==> config.mk <==
export PLATFORM = sky130hd
export DESIGN_NAME = detector_event_sequencer
export DESIGN_NICKNAME = d
export VERILOG_FILES = /design/src/rtl/detector_event_sequencer.sv
export SDC_FILE = /design/constraint.sdc
export NUM_CORES = 1
export LEC_CHECK = 0
export CORE_MARGIN = 2
export CORE_UTILIZATION = 56
export DETAILED_ROUTE_END_ITERATION = 6
export DONT_BUFFER_PORTS = 1
export GPL_TIMING_DRIVEN = 0
export PLACE_DENSITY = 0.68
export SYNTH_ARGS = -nofsm -noshare
export SYNTH_HDL_FRONTEND = slang
export SYNTH_SLANG_ARGS = --single-unit
==> constraint.sdc <==
create_clock -name aclk -period 2.95 [get_ports aclk]
set_input_delay 0.295 -clock aclk [delete_from_list [all_inputs] [get_ports aclk]]
set_output_delay 0.295 -clock aclk [all_outputs]
set_load 0.005 [all_outputs]
==> src/rtl/detector_event_sequencer.sv <==
// Detector event sequencer: arms on cfg_run, opens a coincidence window on the
// first masked hit, ORs all masked hits seen during the window into one event
// word, emits it on an AXI-Stream master, then holds off for a dead time.
// Optional build macro DETECTOR_EVENT_SEQUENCER_TIMESTAMP_EN adds a 32-bit
// free-running timestamp captured at the trigger and sent as a second beat.
module detector_event_sequencer #(
  parameter int WINDOW_WIDTH = 8,
  parameter int DEAD_WIDTH   = 16
) (
  input  logic                    aclk,
  input  logic                    aresetn,
  input  logic [63:0]             det_data,
  input  logic                    cfg_run,
  input  logic [63:0]             cfg_mask,
  input  logic [WINDOW_WIDTH-1:0] cfg_window,
  input  logic [DEAD_WIDTH-1:0]   cfg_dead,
  output logic [63:0]             m_axis_tdata,
  output logic                    m_axis_tvalid,
  input  logic                    m_axis_tready,
  output logic                    m_axis_tlast,
  output logic [31:0]             sts_events,
  output logic [31:0]             sts_dropped,
  output logic                    sts_busy
);

  typedef enum logic [2:0] {
    S_IDLE   = 3'd0,
    S_ARMED  = 3'd1,
    S_WINDOW = 3'd2,
    S_EMIT   = 3'd3,
    S_DEAD   = 3'd4
  } state_t;

  // A programmed window of zero still means one cycle: the trigger cycle.
  function automatic logic [WINDOW_WIDTH-1:0] window_len(input logic [WINDOW_WIDTH-1:0] w);
    return (w == '0) ? WINDOW_WIDTH'(1) : w;
  endfunction

  // Saturating 32-bit increment for the drop counter.
  function automatic logic [31:0] sat_inc32(input logic [31:0] v);
    return (v == 32'hFFFF_FFFF) ? v : v + 32'd1;
  endfunction

  state_t                  state;
  state_t                  state_nxt;
  logic [63:0]             masked;
  logic                    hit;
  logic [63:0]             acc;
  logic [WINDOW_WIDTH-1:0] win_len;
  logic [WINDOW_WIDTH-1:0] win_cnt;
  logic [DEAD_WIDTH-1:0]   dead_cnt;
  logic                    trigger;
  logic                    win_done;
  logic                    dead_done;
  logic                    hs;
  logic                    last_hs;
  logic                    last_beat;
  logic [63:0]             beat_word;

  assign masked    = det_data & cfg_mask;
  assign hit       = |masked;
  assign trigger   = (state == S_ARMED) && cfg_run && hit;
  assign win_done  = (state == S_WINDOW) && ((win_cnt + WINDOW_WIDTH'(1)) == win_len);
  assign dead_done = (state == S_DEAD) && (dead_cnt == DEAD_WIDTH'(1));
  assign hs        = m_axis_tvalid && m_axis_tready;
  assign last_hs   = hs && m_axis_tlast;

`ifdef DETECTOR_EVENT_SEQUENCER_TIMESTAMP_EN
  logic [31:0] ts_cnt;
  logic [31:0] ts_cap;
  logic        beat;

  // Free-running timestamp; the value seen on the trigger cycle is kept for beat1
  always_ff @(posedge aclk or negedge aresetn) begin
    if (!aresetn) begin
      ts_cnt <= 32'd0;
      ts_cap <= 32'd0;
    end else begin
      ts_cnt <= ts_cnt + 32'd1;
      if (trigger) ts_cap <= ts_cnt;
    end
  end

  // Beat index within the two-beat event; returns to 0 after the final beat
  always_ff @(posedge aclk or negedge aresetn) begin
    if (!aresetn) beat <= 1'b0;
    else if (hs)  beat <= ~beat;
  end

  assign last_beat = beat;
  assign beat_word = beat ? {32'd0, ts_cap} : acc;
`else
  assign last_beat = 1'b1;
  assign beat_word = acc;
`endif

  // State register
  always_ff @(posedge aclk or negedge aresetn) begin
    if (!aresetn) state <= S_IDLE;
    else          state <= state_nxt;
  end

  // Next-state logic; cfg_run only matters when leaving IDLE/ARMED or at sequence exit
  always_comb begin
    state_nxt = state;
    case (state)
      S_IDLE:   if (cfg_run) state_nxt = S_ARMED;
      S_ARMED: begin
        if (!cfg_run)                                     state_nxt = S_IDLE;
        else if (hit && window_len(cfg_window) == WINDOW_WIDTH'(1)) state_nxt = S_EMIT;
        else if (hit)                                     state_nxt = S_WINDOW;
      end
      S_WINDOW: if (win_done) state_nxt = S_EMIT;
      S_EMIT: begin
        if (last_hs) begin
          if (cfg_dead != '0) state_nxt = S_DEAD;
          else                state_nxt = cfg_run ? S_ARMED : S_IDLE;
        end
      end
      S_DEAD:   if (dead_done) state_nxt = cfg_run ? S_ARMED : S_IDLE;
      default:  state_nxt = S_IDLE;
    endcase
  end

  // Outputs decoded from state; event word is held in acc/ts_cap so it is stable until accepted
  always_comb begin
    m_axis_tvalid = (state == S_EMIT);
    m_axis_tlast  = m_axis_tvalid && last_beat;
    m_axis_tdata  = m_axis_tvalid ? beat_word : 64'd0;
    sts_busy      = (state == S_WINDOW) || (state == S_EMIT) || (state == S_DEAD);
  end

  // Window accumulator and window/dead counters, latched at trigger and final handshake
  always_ff @(posedge aclk or negedge aresetn) begin
    if (!aresetn) begin
      acc      <= 64'd0;
      win_len  <= '0;
      win_cnt  <= '0;
      dead_cnt <= '0;
    end else begin
      if (trigger) begin
        acc     <= masked;
        win_len <= window_len(cfg_window);
        win_cnt <= WINDOW_WIDTH'(1);
      end else if (state == S_WINDOW) begin
        acc     <= acc | masked;
        win_cnt <= win_cnt + WINDOW_WIDTH'(1);
      end
      if (last_hs)               dead_cnt <= cfg_dead;
      else if (state == S_DEAD)  dead_cnt <= dead_cnt - DEAD_WIDTH'(1);
    end
  end

  // Status counters: events wrap, dropped hit-cycles saturate
  always_ff @(posedge aclk or negedge aresetn) begin
    if (!aresetn) begin
      sts_events  <= 32'd0;
      sts_dropped <= 32'd0;
    end else begin
      if (last_hs) sts_events <= sts_events + 32'd1;
      if (hit && (state == S_EMIT || state == S_DEAD)) sts_dropped <= sat_inc32(sts_dropped);
    end
  end

endmodule

### Yosys cells after proc, flatten, opt, wreduce, memory -nomap -nowiden

Index checks and enable logic that the tools add are counted.

| cells by class | value |
|---|---|
| add/subtract/negate cells | 4 |
| equal/unequal tests | 13 |
| muxes and demuxes | 18 |
| bitwise operators | 3 |
| reduce and logical (&&, ||, !) cells | 19 |

Operators by type and width:

| cell | count |
|---|---|
| 64-bit 2-to-1 mux | 3 |
| 32-bit by 1-bit adder with 32-bit output (second input constant) | 2 |
| 64-bit bitwise AND | 1 |
| 64-bit OR | 1 |
| 64-bit OR reduction | 1 |
| 32-bit == test (second input constant) | 1 |
| 16-bit 2-to-1 mux | 2 |
| 3-bit 2-to-1 mux | 8 |
| 8-bit 2-to-1 mux | 3 |
| 16-bit by 1-bit == test with 1-bit output (second input constant) | 1 |
| 16-bit nonzero test | 1 |
| 16-bit by 1-bit subtractor with 16-bit output (second input constant) | 1 |
| 3-bit case mux with 5 select lines | 1 |
| 8-bit by 1-bit adder with 8-bit output (second input constant) | 1 |
| 8-bit by 1-bit == test with 1-bit output (second input constant) | 1 |
| 8-bit == test | 1 |
| 1-bit logical AND | 8 |
| 8-bit zero test | 1 |
| 3-bit by 2-bit == test with 1-bit output (second input constant) | 2 |
| 2-bit inequality test (second input constant) | 3 |
| 5-bit AND reduction | 1 |
| 4-bit by 3-bit inequality test with 1-bit output (second input constant) | 1 |
| 2-bit nonzero test | 2 |
| 3-bit by 1-bit == test with 1-bit output (second input constant) | 1 |
| other kinds (7) | 9 |

| word-level totals | value |
|---|---|
| register bits after elaboration | 163 |
| input port bits | 156 |
| output and inout port bits | 131 |

### Logic depth before layout (Yosys ltp)

| logic depth | value |
|---|---|
| depth after elaboration | 7 |
| mapped depth | 10 |
| depth with buffers taken out | 7 |

### Worst setup path before layout

No wires, ideal clock.

| path | value |
|---|---|
| path type | input -> register |
| start | input port det_data[37] |
| end | register acc[0] |
| library setup time | 122 ps |
| arrival | 2,111 ps |
| data required time | 2,828 ps |
| setup slack | 718 ps |
| stages on the path | 9 |
| path buffers | 2 |
| cells stage by stage | a22oi_1 nand2_1 or3_1 or4_1 buf_2 nand3_4 nand2_4 buf_6 a32o_1 |

| on the way | value |
|---|---|
| word-level cells in the longest chain between the ends | 4 |
| elaborated cells on any way between the ends | 5 |
| classes of those cells | mux: 1; bitwise: 1; reduce/logical: 3 |

RTL lines:

| element | line | RTL |
|---|---|---|
| from (decl) | 12 | `input logic [63:0] det_data,` |
| 64-bit bitwise AND (*) | 60 | `assign masked = det_data & cfg_mask;` |
| 64-bit OR reduction (*) | 61 | `assign hit = \|masked;` |
| 1-bit logical AND (*) | 62 | `assign trigger = (state == S_ARMED) && cfg_run && hit;` |
| 64-bit 2-to-1 mux / 2-bit nonzero test (equally long branches) | - |  |
| to (signal assigned) | 142 | `acc <= masked;` |
| to (signal assigned) | 146 | `acc <= acc \| masked;` |
| to (decl) | 48 | `logic [63:0] acc;` |

Every way passes the cells marked *; elsewhere a longest branch is shown, timed or not.
A chain may end at the register's enable or synchronous reset.

### Final worst setup path

| path | value |
|---|---|
| start | register state[2] |
| end | output port m_axis_tdata[51] |

| on the way | value |
|---|---|
| word-level cells in the longest chain between the ends | 2 |

RTL lines:

| element | line | RTL |
|---|---|---|
| from (decl) | 44 | `state_t state;` |
| from (signal assigned) | 100 | `else state <= state_nxt;` |
| 3-bit by 2-bit == test with 1-bit output | 127 | `m_axis_tvalid = (state == S_EMIT);` |
| 64-bit 2-to-1 mux | 129 | `m_axis_tdata = m_axis_tvalid ? beat_word : 64'd0;` |
| to (decl) | 17 | `output logic [63:0] m_axis_tdata,` |

No other way between the ends.

==> metrics.txt <==
# TYPE chip_impl_metric gauge
chip_impl_metric{name="place_hpwl",unit="um"} 18370
chip_impl_metric{name="cp_max_fo",unit=""} 10
chip_impl_metric{name="synthCells",unit=""} 742
chip_impl_metric{name="floorplan.die_area",unit="sq mm"} 0.01529
chip_impl_metric{name="post_synth_num_cell_types",unit=""} 44
chip_impl_metric{name="number_of_antenna_violations_at_the_first_check_in_global_routing",unit=""} 0
chip_impl_info{name="violated_checks",value="hold timing"} 1
chip_impl_metric{name="numClockSinks",unit=""} 163
chip_impl_metric{name="drt.antenna.violating_nets",unit=""} 0
chip_impl_metric{name="setup.reg_to_reg.worst_slack",unit="ps"} 400
chip_impl_info{name="cp_common_cell",value="clkbuf_1"} 1
chip_impl_metric{name="ys.warnings.count",unit=""} 0
chip_impl_info{name="post-synth-top-count-cell",value="dfrtp_1"} 1
chip_impl_metric{name="sequentialPowerShare",unit=""} 0.401
chip_impl_metric{name="dieWidth",unit="um"} 123.6
chip_impl_metric{name="first_global_vias",unit=""} 6640
chip_impl_metric{name="timing.final.crit_share",unit=""} 0.8808
chip_impl_info{name="crit_end",value="m_axis_tdata[51]"} 1
chip_impl_metric{name="logic_pwr_share",unit=""} 0.316
chip_impl_metric{name="post_cts_buffers",unit=""} 0
chip_impl_metric{name="clock_pin_slew_on_the_worst_setup_and_hold_paths",unit="ps"} 60
chip_impl_metric{name="syn_area_per_cell",unit="sq um"} 10.80
chip_impl_metric{name="synthesis.area",unit="sq mm"} 0.008016
chip_impl_metric{name="count_of_state_elements_after_synthesis",unit=""} 163
chip_impl_metric{name="max-slew-margin-rel",unit=""} 0.4944
chip_impl_metric{name="drive_above_1_share",unit=""} 0.08132
chip_impl_metric{name="max-cap-violations",unit=""} 0
chip_impl_metric{name="final_nets",unit=""} 935
chip_impl_info{name="outcome",value="finished with violations"} 1
chip_impl_info{name="synth.largest_area_cell",value="dfrtp_1"} 1
chip_impl_info{name="max_stage_delay_cell_worst_path",value="clkbuf_1"} 1
chip_impl_metric{name="final_report_max_slew_violation_count",unit=""} 0
chip_impl_metric{name="wl_per_cell",unit="um"} 26.54
chip_impl_metric{name="drt_drc_violations_left",unit=""} 0
chip_impl_metric{name="timing.reg2reg.worst_path_depth",unit=""} 9
chip_impl_metric{name="gr-total-overflow",unit=""} 0
chip_impl_metric{name="mappedNetlistNets",unit=""} 903
chip_impl_metric{name="design_area",unit="sq mm"} 0.009005
chip_impl_info{name="cts_tree",value="yes"} 1
chip_impl_metric{name="p_switching",unit="mW"} 2.989
chip_impl_info{name="r2r-start",value="state[2]"} 1
chip_impl_metric{name="timing_hold_violations_final",unit=""} 163
chip_impl_metric{name="dpl-instance-area",unit="sq mm"} 0.008242
chip_impl_metric{name="detail_route.wirelength",unit="um"} 25660
chip_impl_metric{name="yosysTopAreaCellShare",unit=""} 0.5088
chip_impl_metric{name="regArea",unit="sq mm"} 0.004079
chip_impl_metric{name="synthToLayoutAreaGrowth",unit="%"} 12.33
chip_impl_metric{name="holdWs",unit="ps"} -445.9
chip_impl_metric{name="critPathMaxStageDelay",unit="ps"} 490
chip_impl_metric{name="final.min_clock_period",unit="ps"} 2598
chip_impl_metric{name="worstPathRequired",unit="ps"} 2650
chip_impl_metric{name="hold_buffer_count_at_cts",unit=""} 13
chip_impl_metric{name="p_sw_frac",unit=""} 0.3534
chip_impl_metric{name="antenna-diode-count",unit=""} 0
chip_impl_metric{name="grt_use_total",unit=""} 0.3323
chip_impl_info{name="synth_ff_type",value="dfrtp_1"} 1
chip_impl_metric{name="via_count_normalized_by_instance_count",unit=""} 6.871
chip_impl_metric{name="synth-edff-count",unit=""} 0
chip_impl_metric{name="place_worst_setup_slack",unit="ps"} 131.2
chip_impl_metric{name="final_tns_setup",unit="ps"} 0
chip_impl_metric{name="std_cell_rows",unit=""} 43
chip_impl_metric{name="ioPinCount",unit=""} 287
chip_impl_metric{name="postSynth.asyncResetShare",unit=""} 1.000
chip_impl_info{name="dominant_cells_by_area_after_synthesis",value="dfrtp_1, a32o_1, xnor2_1, and3_1, nand2_1"} 1
chip_impl_info{name="timing.critical_path.from_type",value="register"} 1
chip_impl_metric{name="final.setup_skew",unit="ps"} 8.092
chip_impl_metric{name="grt_max_degree",unit=""} 164
chip_impl_info{name="synth_common_cells",value="dfrtp_1, and3_1, xnor2_1, a32o_1, nand2_1"} 1
chip_impl_metric{name="clk-insertion-delay-late",unit="ps"} 430
chip_impl_metric{name="p_leak",unit="nW"} 3.989
chip_impl_metric{name="finalWorstSetupSlack",unit="ps"} 351.6
chip_impl_info{name="timing.critical_path.cells",value="clkbuf_1 -> nor2b_1 -> clkbuf_1 -> clkbuf_1 -> and3_1"} 1
chip_impl_metric{name="cts_max_level",unit=""} 4
chip_impl_metric{name="first_pass_iters",unit=""} 5
chip_impl_metric{name="gpl.final_weighted_congestion",unit=""} 0.8899
chip_impl_metric{name="cts_inserted_buffers",unit=""} 17
chip_impl_metric{name="cts_max_path_buffers",unit=""} 2
chip_impl_info{name="rsz0062_at_grt",value="no"} 1
chip_impl_metric{name="achievable-frequency",unit="MHz"} 384.8
chip_impl_info{name="min_path_type",value="in2async"} 1
chip_impl_metric{name="area_of_the_placeable_core",unit="sq mm"} 0.01393
chip_impl_metric{name="multi_input_combinational_cell_area",unit="sq mm"} 0.003659
chip_impl_metric{name="vdd.ir_drop.worst",unit="mV"} 0.5516
chip_impl_metric{name="power_internal",unit="mW"} 5.468
chip_impl_metric{name="start_util",unit=""} 0.5753
chip_impl_metric{name="p_total",unit="mW"} 8.457
chip_impl_info{name="timing.rr.end",value="sts_dropped[13]"} 1
chip_impl_info{name="cts.root.buffer_cell",value="clkbuf_16"} 1
chip_impl_metric{name="end_of_flow_core_utilization",unit=""} 0.6462
chip_impl_metric{name="max_slew.worst_pin.slew",unit="ps"} 751.5
chip_impl_metric{name="grt_pass1_wl",unit="um"} 37440
chip_impl_metric{name="timing.final.setup_violations",unit=""} 0
chip_impl_metric{name="port_buffer_count",unit=""} 0
chip_impl_info{name="timing.critical_path.to_type",value="primary output"} 1
chip_impl_metric{name="synth.yosys.seq_area_share",unit=""} 0.5088
chip_impl_info{name="criticalPathCategory",value="reg2out"} 1
chip_impl_metric{name="worstPathArrival",unit="ps"} 2300
chip_impl_metric{name="cts_resized",unit=""} 0
chip_impl_metric{name="pwr_density_cell",unit="mW/mm^2"} 939.2
chip_impl_metric{name="detail_route.iter0.violations",unit=""} 601
chip_impl_metric{name="power.share.clock",unit=""} 0.284
chip_impl_metric{name="nFillCells",unit=""} 1102
chip_impl_metric{name="vias",unit=""} 6644
chip_impl_metric{name="fp.dieH",unit="um"} 123.6
chip_impl_info{name="critical_path.startpoint",value="state[2]"} 1
==> through the flow <==
step | instances | hold WS, ps
after floorplan | 742 | -0.5911
after global placement | 922 | 2.721
after detailed placement | 922 | 2.763
after CTS | 967 | -456.9
after global routing | 967 | -461.7
final | 967 | -445.9
==> worst min-delay path by stage <==
stage          startpoint      endpoint  slack (ps)  cells after the start
2_1_floorplan     aresetn        acc[0]        -0.6                      0
3_3_place_gp      aresetn  dead_cnt[10]           3                      0
3_5_place_dp      aresetn  dead_cnt[10]           3                      0
4_1_cts           aresetn  dead_cnt[10]        -460                      0
5_1_grt           aresetn   dead_cnt[6]        -460                      0
6_report          aresetn  dead_cnt[10]        -450                      0
==> placed cells by master (no fill, tap or decap), types with 4 or more instances in the layout <==
master           n
clkbuf_16       17
xnor2_1         69
or4_1            4
and3_1          84
nand3_1         32
dfrtp_1        163
inv_1            9
o211ai_1         5
and4_1           7
bufinv_16        4
buf_6            7
and2_1           8
buf_2           10
nand2_1         63
xor2_1          21
o21ai_0         18
clkbuf_1        25
nor2_1          21
a22oi_1         26
dlygate4sd3_1   13
ha_1             5
nand4_1         27
nor2b_1          4
mux2_2           9
a31oi_1         10
nor3_1          13
nor4_1          10
a32o_1          64
==> worst max-delay path: cells and delay by family, from the launching register on <==
kind | cells | cell delay, ps
flip-flops | 1 | 370
AND/OR/NAND/NOR | 2 | 450
buffers and inverters | 3 | 1050
==> registers in the layout, summed over array words and instances, names as in the netlist <==
signal and flops:
acc 64, dead_cnt 16, state 3, sts_dropped 32, sts_events 32, win_cnt 8, win_len 8
==> metal layers <==
| layer | share of wire | vias to the layer above | track usage |
|---|---|---|---|
| met5 | 0 | - | 0 |
| met4 | 0.023 | 0 | 0.1072 |
| met3 | 0.11 | 62 | 0.1296 |
| met2 | 0.49 | 391 | 0.5426 |
| met1 | 0.37 | 3335 | 0.4059 |
| li1 | - | 2856 | - |
==> cell type report <==
class	count	area share
Inverter	9	0.003752
Tap cell	180	0.02501
Timing Repair Buffer	13	0.01445
Multi-Input combinational cell	525	0.4063
Sequential cell	163	0.4530
Clock inverter	12	0.01959
Buffer	45	0.02723
Clock buffer	20	0.05072
==> power groups by stage <==
stage / clock [mW] / combinational [mW] / sequential [mW]
6_report: 2.40 / 2.67 / 3.39
5_1_grt: 2.51 / 2.88 / 3.47
4_1_cts: 2.41 / 2.64 / 3.37
3_5_place_dp: 0 / 2.62 / 3.40
3_3_place_gp: 0 / 2.54 / 3.37
2_1_floorplan: 0 / 1.90 / 3.26
==> cells by family after synthesis <==
kind of cell / synth area share
flops: 0.5088
simple gates: 0.1943
xor+xnor: 0.09833
buf+inv: 0.03481
fa+ha+maj: 0.007804
compound gates: 0.1433
mux: 0.01264
Power figures use the tool's default switching activity.
